$ cat src/rtl/multiplier_ctrl.sv
// multiplier_ctrl: sequencer for the byte-sliced 32x32 multiplier datapath (multiplier_DP).
// Define MULC_REUSE_EN to enable the operand-reuse shortcut (repeat operands skip straight to DONE).
module multiplier_ctrl #(
  parameter int NPASS = 4
) (
  input  logic        clk_i,
  input  logic        rst_i,
  input  logic        valid_i,
  output logic        ready_o,
  input  logic [1:0]  op_i,
  input  logic [31:0] op_A_i,
  input  logic [31:0] op_B_i,
  input  logic        flush_i,
  output logic        busy_o,
  output logic        done_o,
  output logic        reg_A_en_o,
  output logic        reg_B_en_o,
  output logic        AC_en_o,
  output logic        en_pipe_o,
  output logic        mux_B_sel_o,
  output logic        rol_en_o,
  output logic        signed_A_o,
  output logic        signed_B_o,
  output logic        upper_o,
  output logic [1:0]  shift_amount_o,
  output logic        ac_clr_o
);

  typedef enum logic [2:0] {
    S_IDLE, S_P0, S_P1, S_P2, S_P3, S_DRAIN, S_DONE
  } state_t;

  localparam logic [1:0] OP_MUL    = 2'b00;
  localparam logic [1:0] OP_MULH   = 2'b01;
  localparam logic [1:0] OP_MULHSU = 2'b10;

  // The pass sequence below is hard-wired to four byte slices.
  if (NPASS != 4) begin : g_npass_check
    $error("multiplier_ctrl: only NPASS=4 is supported");
  end

  state_t     state_q, state_d;
  logic       busy_q, done_q, en_pipe_q, ac_en_q, rot_q;
  logic [1:0] shift_q;
  logic       accept, reuse_hit, sign_a, sign_b;

  assign ready_o = (state_q == S_IDLE) && !flush_i;
  assign accept  = valid_i && ready_o;
  assign sign_a  = (op_i == OP_MULH) || (op_i == OP_MULHSU);
  assign sign_b  = (op_i == OP_MULH);

`ifdef MULC_REUSE_EN
  logic [31:0] last_a_q, last_b_q;
  logic        last_sa_q, last_sb_q, reuse_vld_q;

  // The low word is independent of signedness, so MUL may reuse any stored product.
  assign reuse_hit = reuse_vld_q && (op_A_i == last_a_q) && (op_B_i == last_b_q) &&
                     ((op_i == OP_MUL) || ((sign_a == last_sa_q) && (sign_b == last_sb_q)));

  always_ff @(posedge clk_i or posedge rst_i) begin
    if (rst_i) begin
      last_a_q    <= '0;
      last_b_q    <= '0;
      last_sa_q   <= 1'b0;
      last_sb_q   <= 1'b0;
      reuse_vld_q <= 1'b0;
    end else if (flush_i) begin
      reuse_vld_q <= 1'b0;
    end else if (accept && !reuse_hit) begin
      last_a_q    <= op_A_i;
      last_b_q    <= op_B_i;
      last_sa_q   <= sign_a;
      last_sb_q   <= sign_b;
      reuse_vld_q <= 1'b0;
    end else if (state_q == S_DONE) begin
      reuse_vld_q <= 1'b1;
    end
  end
`else
  logic unused_operands;
  assign unused_operands = ^{op_A_i, op_B_i};
  assign reuse_hit       = 1'b0;
`endif

  // NOTE: state_d gets a default before the case so this block never infers a latch.
  always_comb begin
    state_d = state_q;
    unique case (state_q)
      S_IDLE:  if (accept) state_d = reuse_hit ? S_DONE : S_P0;
      S_P0:    state_d = S_P1;
      S_P1:    state_d = S_P2;
      S_P2:    state_d = S_P3;
      S_P3:    state_d = S_DRAIN;
      S_DRAIN: state_d = S_DONE;
      S_DONE:  state_d = S_IDLE;
      default: state_d = S_IDLE;
    endcase
    if (flush_i) state_d = S_IDLE;
  end

  // Moore outputs are registered from the next state so they line up with state_q.
  always_ff @(posedge clk_i or posedge rst_i) begin
    if (rst_i) begin
      state_q   <= S_IDLE;
      busy_q    <= 1'b0;
      done_q    <= 1'b0;
      en_pipe_q <= 1'b0;
      ac_en_q   <= 1'b0;
      rot_q     <= 1'b0;
      shift_q   <= 2'b00;
    end else begin
      state_q   <= state_d;
      busy_q    <= (state_d != S_IDLE);
      done_q    <= (state_d == S_DONE);
      en_pipe_q <= (state_d inside {S_P0, S_P1, S_P2, S_P3, S_DRAIN});
      ac_en_q   <= (state_d inside {S_P0, S_P1, S_P2, S_P3});
      rot_q     <= (state_d inside {S_P0, S_P1, S_P2});
      case (state_d)
        S_P1:    shift_q <= 2'b01;
        S_P2:    shift_q <= 2'b11;
        S_P3:    shift_q <= 2'b10;
        default: shift_q <= 2'b00;
      endcase
    end
  end

  assign busy_o         = busy_q;
  assign done_o         = done_q;
  assign en_pipe_o      = en_pipe_q;
  assign AC_en_o        = ac_en_q;
  assign shift_amount_o = shift_q;
  assign mux_B_sel_o    = rot_q;
  assign rol_en_o       = rot_q;

  assign reg_A_en_o = accept;
  assign reg_B_en_o = (accept && !reuse_hit) || rot_q;
  assign ac_clr_o   = accept && !reuse_hit;
  assign signed_A_o = accept && sign_a;
  assign signed_B_o = accept && sign_b;
  assign upper_o    = accept && (op_i != OP_MUL);

endmodule

$ cat config.mk
export PLATFORM = sky130hd
export DESIGN_NAME = multiplier_ctrl
export DESIGN_NICKNAME = d
export VERILOG_FILES = /design/src/rtl/multiplier_ctrl.sv
export SDC_FILE = /design/constraint.sdc
export NUM_CORES = 1
export LEC_CHECK = 0
export CORE_ASPECT_RATIO = 1.4
export CORE_MARGIN = 2
export CORE_UTILIZATION = 22
export CTS_BUF_LIST = sky130_fd_sc_hd__clkbuf_8
export CTS_CLUSTER_DIAMETER = 50
export DETAILED_ROUTE_END_ITERATION = 16
export PLACE_DENSITY = 0.81
export SLEW_MARGIN = 20
export SYNTH_ARGS = -nofsm -noshare
export SYNTH_HDL_FRONTEND = slang
export SYNTH_SLANG_ARGS = --single-unit
$ cat constraint.sdc
create_clock -name clk_i -period 1.4 [get_ports clk_i]
set_input_delay 0.28 -clock clk_i [delete_from_list [all_inputs] [get_ports clk_i]]
set_output_delay 0.28 -clock clk_i [all_outputs]
set_load 0.03 [all_outputs]
==> flow_summary.json <==
{
  "slew_violations": 0,
  "grt_pass1_vias": 434,
  "vias": 423,
  "ios": 85,
  "worstSkewPairLatency_ns": 0.23,
  "drive_above_1_share": 0.333,
  "ctsHoldBuffers": 0,
  "fin_crit_ns": 1.68,
  "p_total_w": 0.000865,
  "synth_adder_area_share": 0.0475,
  "final_cell_mix": "dfrtp_1 (10), dlygate4sd2_1 (9), buf_6 (7), buf_4 (6), nor3_1 (5)",
  "synthMuxAreaShare": 0,
  "internal_power_w": 0.000610,
  "combPwrFrac": 0.302,
  "rrSetupSlack_ns": 0.18,
  "syn_to_final_growth_pct": 53.2,
  "avgSynthCellArea_um2": 11.5,
  "synth_xor_area_frac": 0.0166,
  "overflow": 0,
  "n_antenna_cell": 0,
  "grt.total_usage": 0.0950,
  "root_buffer": "clkbuf_8",
  "initial_core_util": 0.225,
  "synth_area_leader_cell": "dfrtp_1",
  "fin_tns_setup_ns": -1.72,
  "ys_seq_elements": 10,
  "endpoint_kind": "primary output",
  "coreArea_um2": 2340,
  "ys.warnings.count": 0,
  "dieArea_um2": 2810,
  "min_path_type": "primary input to asynchronous set/reset pin",
  "place_congestion": 0.790,
  "status": "complete, but fails checks",
  "grt_start_max_net_pins": 14,
  "final_common_cell": "dfrtp_1",
  "swShare": 0.295,
  "max_freq_ghz": 0.596,
  "slew-limit-headroom": 0.752,
  "synth_cells": 46,
  "antenna_found_initial": 0,
  "cp.arrival_ns": 1.40,
  "tightest_slew_ns": 0.368,
  "max-cap-violations": 0,
  "pwr-share-seq": 0.375,
  "via_per_inst": 4.60,
  "clkPwrFrac": 0.323,
  "violations": "setup timing",
  "cts_max_level": 1,
  "synthSimpleGateAreaFrac": 0.235,
  "fp-row-count": 21,
  "synth_compound_area_frac": 0.119,
  "setup.worst_path.class": "flip-flop to primary output",
  "crit_required_ns": 1.12,
  "dr.pass1.iters": 4,
  "drc_errors": 0,
  "critPathMaxFanout": 6,
  "cts_tree": "done",
  "grt_pass1_wl_mm": 1.90,
  "nets": 143,
  "drt_iter0_drc": 2,
  "synth_area_leaders": "dfrtp_1 (48%), a2111oi_2 (5.7%), buf_4 (5.7%)",
  "startpoint_type": "flip-flop",
  "vdd_ir_drop_max_mv": 0.467,
  "dpl.hpwl_um": 841,
  "synth_top_family_by_area": "simple AND/OR/NAND/NOR gates",
  "syn_area_um2": 527,
  "syn_nets": 118,
  "die_w_um": 45.4,
  "ant_nets": 0,
  "p_sw_w": 0.000255,
  "synth_top_area_frac": 0.475,
  "finalSetupViolations": 7,
  "grt_setup_unrepaired": "yes",
  "hold_viol_final": 0,
  "post-route-cell-area_um2": 807,
  "finalWorstSetupSlack_ns": -0.278,
  "io_buffers": 20,
  "final_core_util": 0.345,
  "placed_area_um2": 744,
  "post-route-period-util": 1.20,
  "clockBufferDepth": 2,
  "cts.sinks": 10,
  "synth-seq-area-share": 0.475,
  "clkTransAtPathRegs_ns": 0.04,
  "finClkSkew_ns": 0.00252,
  "leakagePower_nw": 0.403,
  "wl_per_cell_um": 11.6,
  "die_h_um": 61.9,
  "synth_cell_type_count": 22,
  "wirelength_mm": 1.07,
  "fill_cells": 236,
  "numCtsBuffers": 3,
  "powerDensity_nw_per_um2": 1070
}
==> what timing repair did <==
item                                    in CTS  in global routing
pin swaps                                    3                  3
gates resized for setup                     15                  3
endpoints found under the setup margin      15                  7
buffers inserted                             0                  0
==> flip-flops by register name, summed over array words and instances, names as in the netlist <==
register / count
busy_o: 1
en_pipe_o: 1
state_q: 3
shift_amount_o: 2
done_o: 1
AC_en_o: 1
mux_B_sel_o: 1
==> kinds of logic (layout without fill, tap and decap cells) <==
| kind of cell | after synthesis | in the layout |
|---|---|---|
| adders and majority gates | 2 | 2 |
| xor gates and xnor gates | 1 | 1 |
| and+or+nand+nor | 17 | 17 |
| AOI/OAI and AO/OA | 7 | 7 |
| buffers and inverters | 9 | 32 |
| DFF | 10 | 10 |
==> power by group through the flow <==
| stage | sequential [W] | clock [W] | combinational, W |
|---|---|---|---|
| after floorplan | 0.000361 | 0 | 0.000139 |
| after global placement | 0.000329 | 0 | 0.000257 |
| after detailed placement | 0.000330 | 0 | 0.000264 |
| after CTS | 0.000325 | 0.000291 | 0.000261 |
| after global routing | 0.000326 | 0.000308 | 0.000284 |
| final | 0.000324 | 0.000279 | 0.000261 |
==> cell usage after synthesis <==
master     number
nor3_1          5
buf_6           1
inv_1           3
a2111oi_2       2
a21o_1          1
nand3b_1        1
buf_4           4
ha_1            2
nor4_1          1
dfrtp_1        10
o21a_1          1
buf_1           1
nor4_4          1
and3_1          2
nand2b_1        2
and2_1          1
nor3b_1         2
a21oi_1         2
or3b_1          1
and3b_1         1
xnor2_1         1
a211oi_1        1
==> layer usage <==
metal / wire length [um] / vias up / global-route usage
met3: 73 / 2 / 0.0289
li1: - / 207 / -
met4: 14 / 0 / 0.0504
met5: 0 / - / 0
met1: 462 / 193 / 0.109
met2: 520 / 21 / 0.157
==> per-stage QoR <==
| step | worst slack (ns) | hold slack [ns] | instances |
|---|---|---|---|
| 5_1_grt | -0.349 | 0.377 | 92 |
| 4_1_cts | -0.310 | 0.336 | 92 |
| 3_5_place_dp | -0.412 | 0.573 | 89 |
| 2_1_floorplan | -0.415 | 0.120 | 46 |
| 3_3_place_gp | -0.376 | 0.568 | 89 |
| 6_report | -0.278 | 0.331 | 92 |
==> critical path, cell delays in order (launching register included) <==
cell	delay [ns]
dfrtp_1	0.40
nor4_4	0.39
and3b_2	0.26
buf_6	0.13
==> worst paths after layout <==
kind                             from          to  cells past startpoint
min in group clk_i            flush_i  state_q[0]                      3
max in group asynchronous       rst_i     AC_en_o                      2
max reg2reg                state_q[1]      busy_o                      3
min                             rst_i  state_q[0]                      2
max                        state_q[2]     upper_o                      3
min reg2reg                state_q[0]  state_q[0]                      2
==> final cells by class <==
class                           instances  area (um^2)  area share
Tap cell                               23         28.8      0.0357
Multi-Input combinational cell         27          230       0.285
Sequential cell                        10          250       0.310
Clock buffer                            3         41.3      0.0512
Inverter                                3         11.3      0.0140
Timing Repair Buffer                   26          245       0.304
(Power assumes the default switching activity.)
